--- src/rtl/da_fir_ctrl.sv ---
// Sequencing controller for a 5-tap DA FIR (coefficients 1,3,5,7,9): delay line, LSB-first
// bit-slice issue to an external registered DA table, tagged shift-accumulate of returns.
// Optional: define DA_CTRL_OUTREG_EN to add one output register stage on y_out/y_valid.
module da_fir_ctrl #(
  parameter int W       = 8,
  parameter int LUT_LAT = 3,
  parameter int YW      = W + 6
) (
  input  logic                 clk,
  input  logic                 reset,
  input  logic signed [W-1:0]  x_in,
  input  logic                 x_valid,
  output logic                 x_ready,
  output logic [4:0]           table_in,
  input  logic [4:0]           table_out,
  output logic signed [YW-1:0] y_out,
  output logic                 y_valid
);

  localparam int IW = $clog2(W);

  typedef enum logic [1:0] {
    IDLE  = 2'd0,
    RUN   = 2'd1,
    DRAIN = 2'd2
  } state_t;

  state_t                    state_q, state_d;
  logic [4:0][W-1:0]         dl_q, dl_d;
  logic [4:0][W-1:0]         sh_q, sh_d;
  logic [IW-1:0]             cnt_q, cnt_d;
  logic [LUT_LAT:0]          tag_vld_q, tag_vld_d;
  logic [LUT_LAT:0][IW-1:0]  tag_idx_q, tag_idx_d;
  logic signed [YW-1:0]      acc_q, acc_d;
  logic signed [YW-1:0]      y_q, y_d;
  logic                      yv_q, yv_d;
  logic [4:0]                tin_q, tin_d;
  logic [YW-1:0]             term;

  always_comb begin
    state_d   = state_q;
    dl_d      = dl_q;
    sh_d      = sh_q;
    cnt_d     = cnt_q;
    acc_d     = acc_q;
    y_d       = y_q;
    yv_d      = 1'b0;
    tin_d     = '0;
    // Stage 0 tags the slice driven on table_in; the top stage lines up with table_out.
    tag_vld_d = {tag_vld_q[LUT_LAT-1:0], 1'b0};
    tag_idx_d = {tag_idx_q[LUT_LAT-1:0], {IW{1'b0}}};
    term      = YW'(table_out) << tag_idx_q[LUT_LAT];

    case (state_q)
      IDLE: begin
        if (x_valid) begin
          dl_d    = {dl_q[3:0], x_in};
          sh_d    = {dl_q[3:0], x_in};
          acc_d   = '0;
          cnt_d   = '0;
          state_d = RUN;
        end
      end
      RUN: begin
        for (int unsigned k = 0; k < 5; k++) begin
          tin_d[k] = sh_q[k][0];
          sh_d[k]  = sh_q[k] >> 1;
        end
        tag_vld_d[0] = 1'b1;
        tag_idx_d[0] = cnt_q;
        cnt_d        = cnt_q + IW'(1);
        if (cnt_q == IW'(W - 1)) state_d = DRAIN;
      end
      default: ;
    endcase

    // The MSB slice carries negative weight in two's complement.
    if (tag_vld_q[LUT_LAT]) begin
      if (tag_idx_q[LUT_LAT] == IW'(W - 1)) begin
        acc_d   = acc_q - $signed(term);
        y_d     = acc_d;
        yv_d    = 1'b1;
        state_d = IDLE;
      end else begin
        acc_d = acc_q + $signed(term);
      end
    end
  end

  always_ff @(posedge clk or negedge reset) begin
    if (!reset) begin
      state_q   <= IDLE;
      dl_q      <= '0;
      sh_q      <= '0;
      cnt_q     <= '0;
      tag_vld_q <= '0;
      tag_idx_q <= '0;
      acc_q     <= '0;
      y_q       <= '0;
      yv_q      <= 1'b0;
      tin_q     <= '0;
    end else begin
      state_q   <= state_d;
      dl_q      <= dl_d;
      sh_q      <= sh_d;
      cnt_q     <= cnt_d;
      tag_vld_q <= tag_vld_d;
      tag_idx_q <= tag_idx_d;
      acc_q     <= acc_d;
      y_q       <= y_d;
      yv_q      <= yv_d;
      tin_q     <= tin_d;
    end
  end

  assign x_ready  = (state_q == IDLE);
  assign table_in = tin_q;

`ifdef DA_CTRL_OUTREG_EN
  logic signed [YW-1:0] y_r_q;
  logic                 yv_r_q;

  always_ff @(posedge clk or negedge reset) begin
    if (!reset) begin
      y_r_q  <= '0;
      yv_r_q <= 1'b0;
    end else begin
      y_r_q  <= y_q;
      yv_r_q <= yv_q;
    end
  end

  assign y_out   = y_r_q;
  assign y_valid = yv_r_q;
`else
  assign y_out   = y_q;
  assign y_valid = yv_q;
`endif

endmodule

--- config.mk ---
export PLATFORM = sky130hd
export DESIGN_NAME = da_fir_ctrl
export DESIGN_NICKNAME = d
export VERILOG_FILES = /design/src/rtl/da_fir_ctrl.sv
export SDC_FILE = /design/constraint.sdc
export NUM_CORES = 1
export LEC_CHECK = 0
export CELL_PAD_IN_SITES_DETAIL_PLACEMENT = 1
export CELL_PAD_IN_SITES_GLOBAL_PLACEMENT = 1
export CORE_ASPECT_RATIO = 0.7
export CORE_MARGIN = 8
export CORE_UTILIZATION = 50
export CTS_CLUSTER_SIZE = 16
export DETAILED_ROUTE_END_ITERATION = 8
export PLACE_DENSITY_LB_ADDON = 0.1
export RECOVER_POWER = 50
export SLEW_MARGIN = 20
export SYNTH_ARGS = -nofsm -noshare
export SYNTH_HDL_FRONTEND = slang
export SYNTH_SLANG_ARGS = --single-unit
--- constraint.sdc ---
create_clock -name clk -period 9.37 [get_ports clk]
set_input_delay 2.3425 -clock clk [delete_from_list [all_inputs] [get_ports clk]]
set_output_delay 2.3425 -clock clk [all_outputs]
set_load 0.01 [all_outputs]
==> summary.md <==
| Metric | Value |
|---|---|
| Status | complete, but fails checks |
| Violated checks | capacitance limit, slew limit |
| DRC errors left | 0 |
| Place WS | 3943 ps |
| Setup TNS | 0 ps |
| Nets@finish | 812 |
| Cts bufs inserted | 17 |
| Grt total ovfl | 0 |
| First-pass GRT wire length | 32.39 mm |
| Synth Area in Compound Gates | 0.2140 |
| Initial Util | 0.5040 |
| EDFF count, synth | 0 |
| Synth area leader | dfrtp_1 |
| Final std cells w/o fill | 968 |
| HPWL Detailed | 12.42 mm |
| Post-Syn Area | 6924 um^2 |
| Post-route ant nets | 0 |
| Critical path's largest stage delay | 2790 ps |
| Clk_lat worst skew | 430 ps |
| Crit path from | reset |
| Crit-path slowest cell | clkbuf_1 |
| Hold-fix buffers, CTS | 0 |
| PostCTS Resize Cnt | 0 |
| Final worst slack | 3737 ps |
| Vias | 5635 |
| Worst Tran Pin Value | 4032 ps |
| Layout cell share with drive strength beyond 1 | 0.08355 |
| Most frequent cell after synthesis | nand2_1 |
| Yosys top cell area share | 0.4590 |
| Die area | 17930 um^2 |
| Commonest cells post-synth | nand2_1, dfrtp_1, o21ai_0 |
| Drt wl/cell | 20.13 um |
| Synth Area in XOR/XNOR | 0.02150 |
| H-tree depth | 4 |
| Sink Count | 127 |
| Data arrival time of the worst path | 6120 ps |
| Max Clock Skew | 11.58 ps |
| #FFs+latches synth | 127 |
| CP Cell Sequence | clkbuf_1, buf_4 |
| ANT cells | 0 |
| Initial DRT Pass Iterations | 7 |
| Antenna violations before repair | 0 |
| Die Ht | 114.5 um |
| Critical path endpoint category | async pin |
| Syn_area_per_cell | 9.195 um^2 |
| Worst reg2reg startpoint | state_q[0]$_DFF_PN0_ |
| Top FF cell, synth | dfrtp_1 |
| Adder-Cell Fraction of Synth Area | 0.05819 |
| Mapped Cells | 753 |
| # IOs | 37 |
| Max cap viols | 3 |
| Register area share after synthesis | 0.4590 |
| Worst-path clk slew | 60 ps |
| Total track usage | 0.2307 |
| Library cells used by synthesis | 68 |
| Multiplexer share of the synthesized area | 0.01662 |
| Min-delay worst type | reg -> reg |
| Buf/Inv on CP | 2 |
| Delay-heaviest family, CP | buffers and inverters |
| PwrDens | 377.7 nW/um^2 |
| Via density per instance | 5.821 |
| FP Rows | 36 |
| Postcts setup bufs | 0 |
| Buffers on Ports | 36 |
| # setup viols final | 0 |
| Critical Path Fanout Max | 75 |
| Fillers | 1539 |
| Post-synthesis async set-or-reset flop share | 1.000 |
| Final Util | 0.5809 |
| CTS tree | built |
| Worst setup SP type | input pin |
| Root buf cell | clkbuf_16 |
| Largest cells by area after synthesis | dfrtp_1, nand2_1, ha_1, o21ai_0, a21oi_1 |
| Vias in the first global route | 6108 |
| Fmax | 177.5 MHz |
| Worst vdd ir | 206.2 uV |
| Pleak | 3.613 nW |
| Post-synth net total | 800 |
| Dpl cells | 935 |
| Routability cong. | 0.8792 |
| Fin. Hold Viols | 0 |
| Largest net degree at the start of global routing | 76 |
| Worst EP required | 9860 ps |
| Min Tclk post-route | 5633 ps |
| RSZ-0062 raised after global routing | no |
| Slew Limit Headroom | -1.688 |
| Width of the die | 156.7 um |
| Max-slew violations | 148 |
| Initial DRC Count | 386 |
| Final Cycle Share | 0.6012 |
| Post-Synth Simple-Gate Area | 0.1840 |
| Final wirelength | 19.48 mm |
| Core ar. | 13740 um^2 |
| Area Overhead vs Synth | 15.25% |
| Largest family of logic cells by synthesized area | compound AO/OA/AOI/OAI gates |
| Setup CP Type | in -> async |
| Yosys warns | 0 |
| Worst hold start | tag_vld_q[2]$_DFF_PN0_ |
| Maximum root-to-sink buffer count | 2 |
| Hold WS | 346.5 ps |
[power by group]
group	internal, mW	total [mW]	switching (mW)
logic	0.544	1.36	0.817
registers	0.762	0.943	0.181
clock network	0.453	0.710	0.257
total	1.76	3.01	1.26
[per-stage QoR]
stage | total power, mW | cell area, um^2
detailed placement | 2.276 | 7365
CTS | 3.019 | 7995
finish | 3.014 | 7980
floorplan | 1.895 | 6924
global placement | 2.199 | 7365
global route | 3.206 | 7980
[kinds of logic (layout without fill, tap and decap cells)]
kind of cell / Yosys count / after routing
DFF: 127 / 127
xor gates and xnor gates: 17 / 17
adders and majority gates: 31 / 31
muxes: 11 / 11
buffers and inverters: 78 / 103
and+or+nand+nor: 268 / 268
AOI/OAI and AO/OA: 221 / 221
[area by class of cell]
type                    instances  area (um^2)  share of cell area
clock inverters                13        187.7             0.02352
repair buffers                 43        399.1             0.05002
inverters                      28        105.1             0.01317
flip-flops and latches        127         3178              0.3982
well taps                     190        237.7             0.02979
clock buffers                  19        442.9             0.05550
multi-input cells             548         3430              0.4298
[per-layer routing]
layer	global-route usage	vias to the layer above	wire length, um
met5	0	-	0
li1	-	2617	-
met2	0.3565	105	8901
met1	0.3147	2881	9431
met3	0.05354	32	844
met4	0.07530	0	305
[sequential cells by signal (all words and copies together) (netlist names)]
| register | count |
|---|---|
| acc_q | 14 |
| cnt_q | 3 |
| dl_q | 32 |
| sh_q | 40 |
| state_q | 2 |
| table_in | 5 |
| tag_idx_d | 9 |
| tag_idx_q | 3 |
| tag_vld_q | 4 |
| y_out | 14 |
| y_valid | 1 |
[cell usage in the layout, fill, tap and decap left out, types with 6 or more instances in the layout]
cell type          n
clkdlybuf4s50_1   35
ha_1              29
nor3_1             8
and2_0             6
inv_1             27
a21oi_1           62
clkbuf_16         17
o21ai_0           64
mux2i_1            7
nand2_1          148
a22oi_1           35
nor2_1            15
xnor2_1           13
nor2b_1           44
o21a_1             7
nand2b_1           9
dfrtp_1          127
nand3_1           10
[final timing paths]
kind	endpoint	slack, ps	depth (start not counted)
max	acc_q[13]$_DFFE_PN0P_	3740	2
min	tag_vld_q[3]$_DFF_PN0_	350	0
max reg2reg	sh_q[4]$_DFFE_PN0P_	4770	5
min reg2reg	tag_vld_q[3]$_DFF_PN0_	350	0
max in group clk	x_ready	4140	3
min in group asynchronous	tag_idx_d[9]$_DFF_PN0_	3330	1
Note: power is estimated with default switching activity, not from simulation.
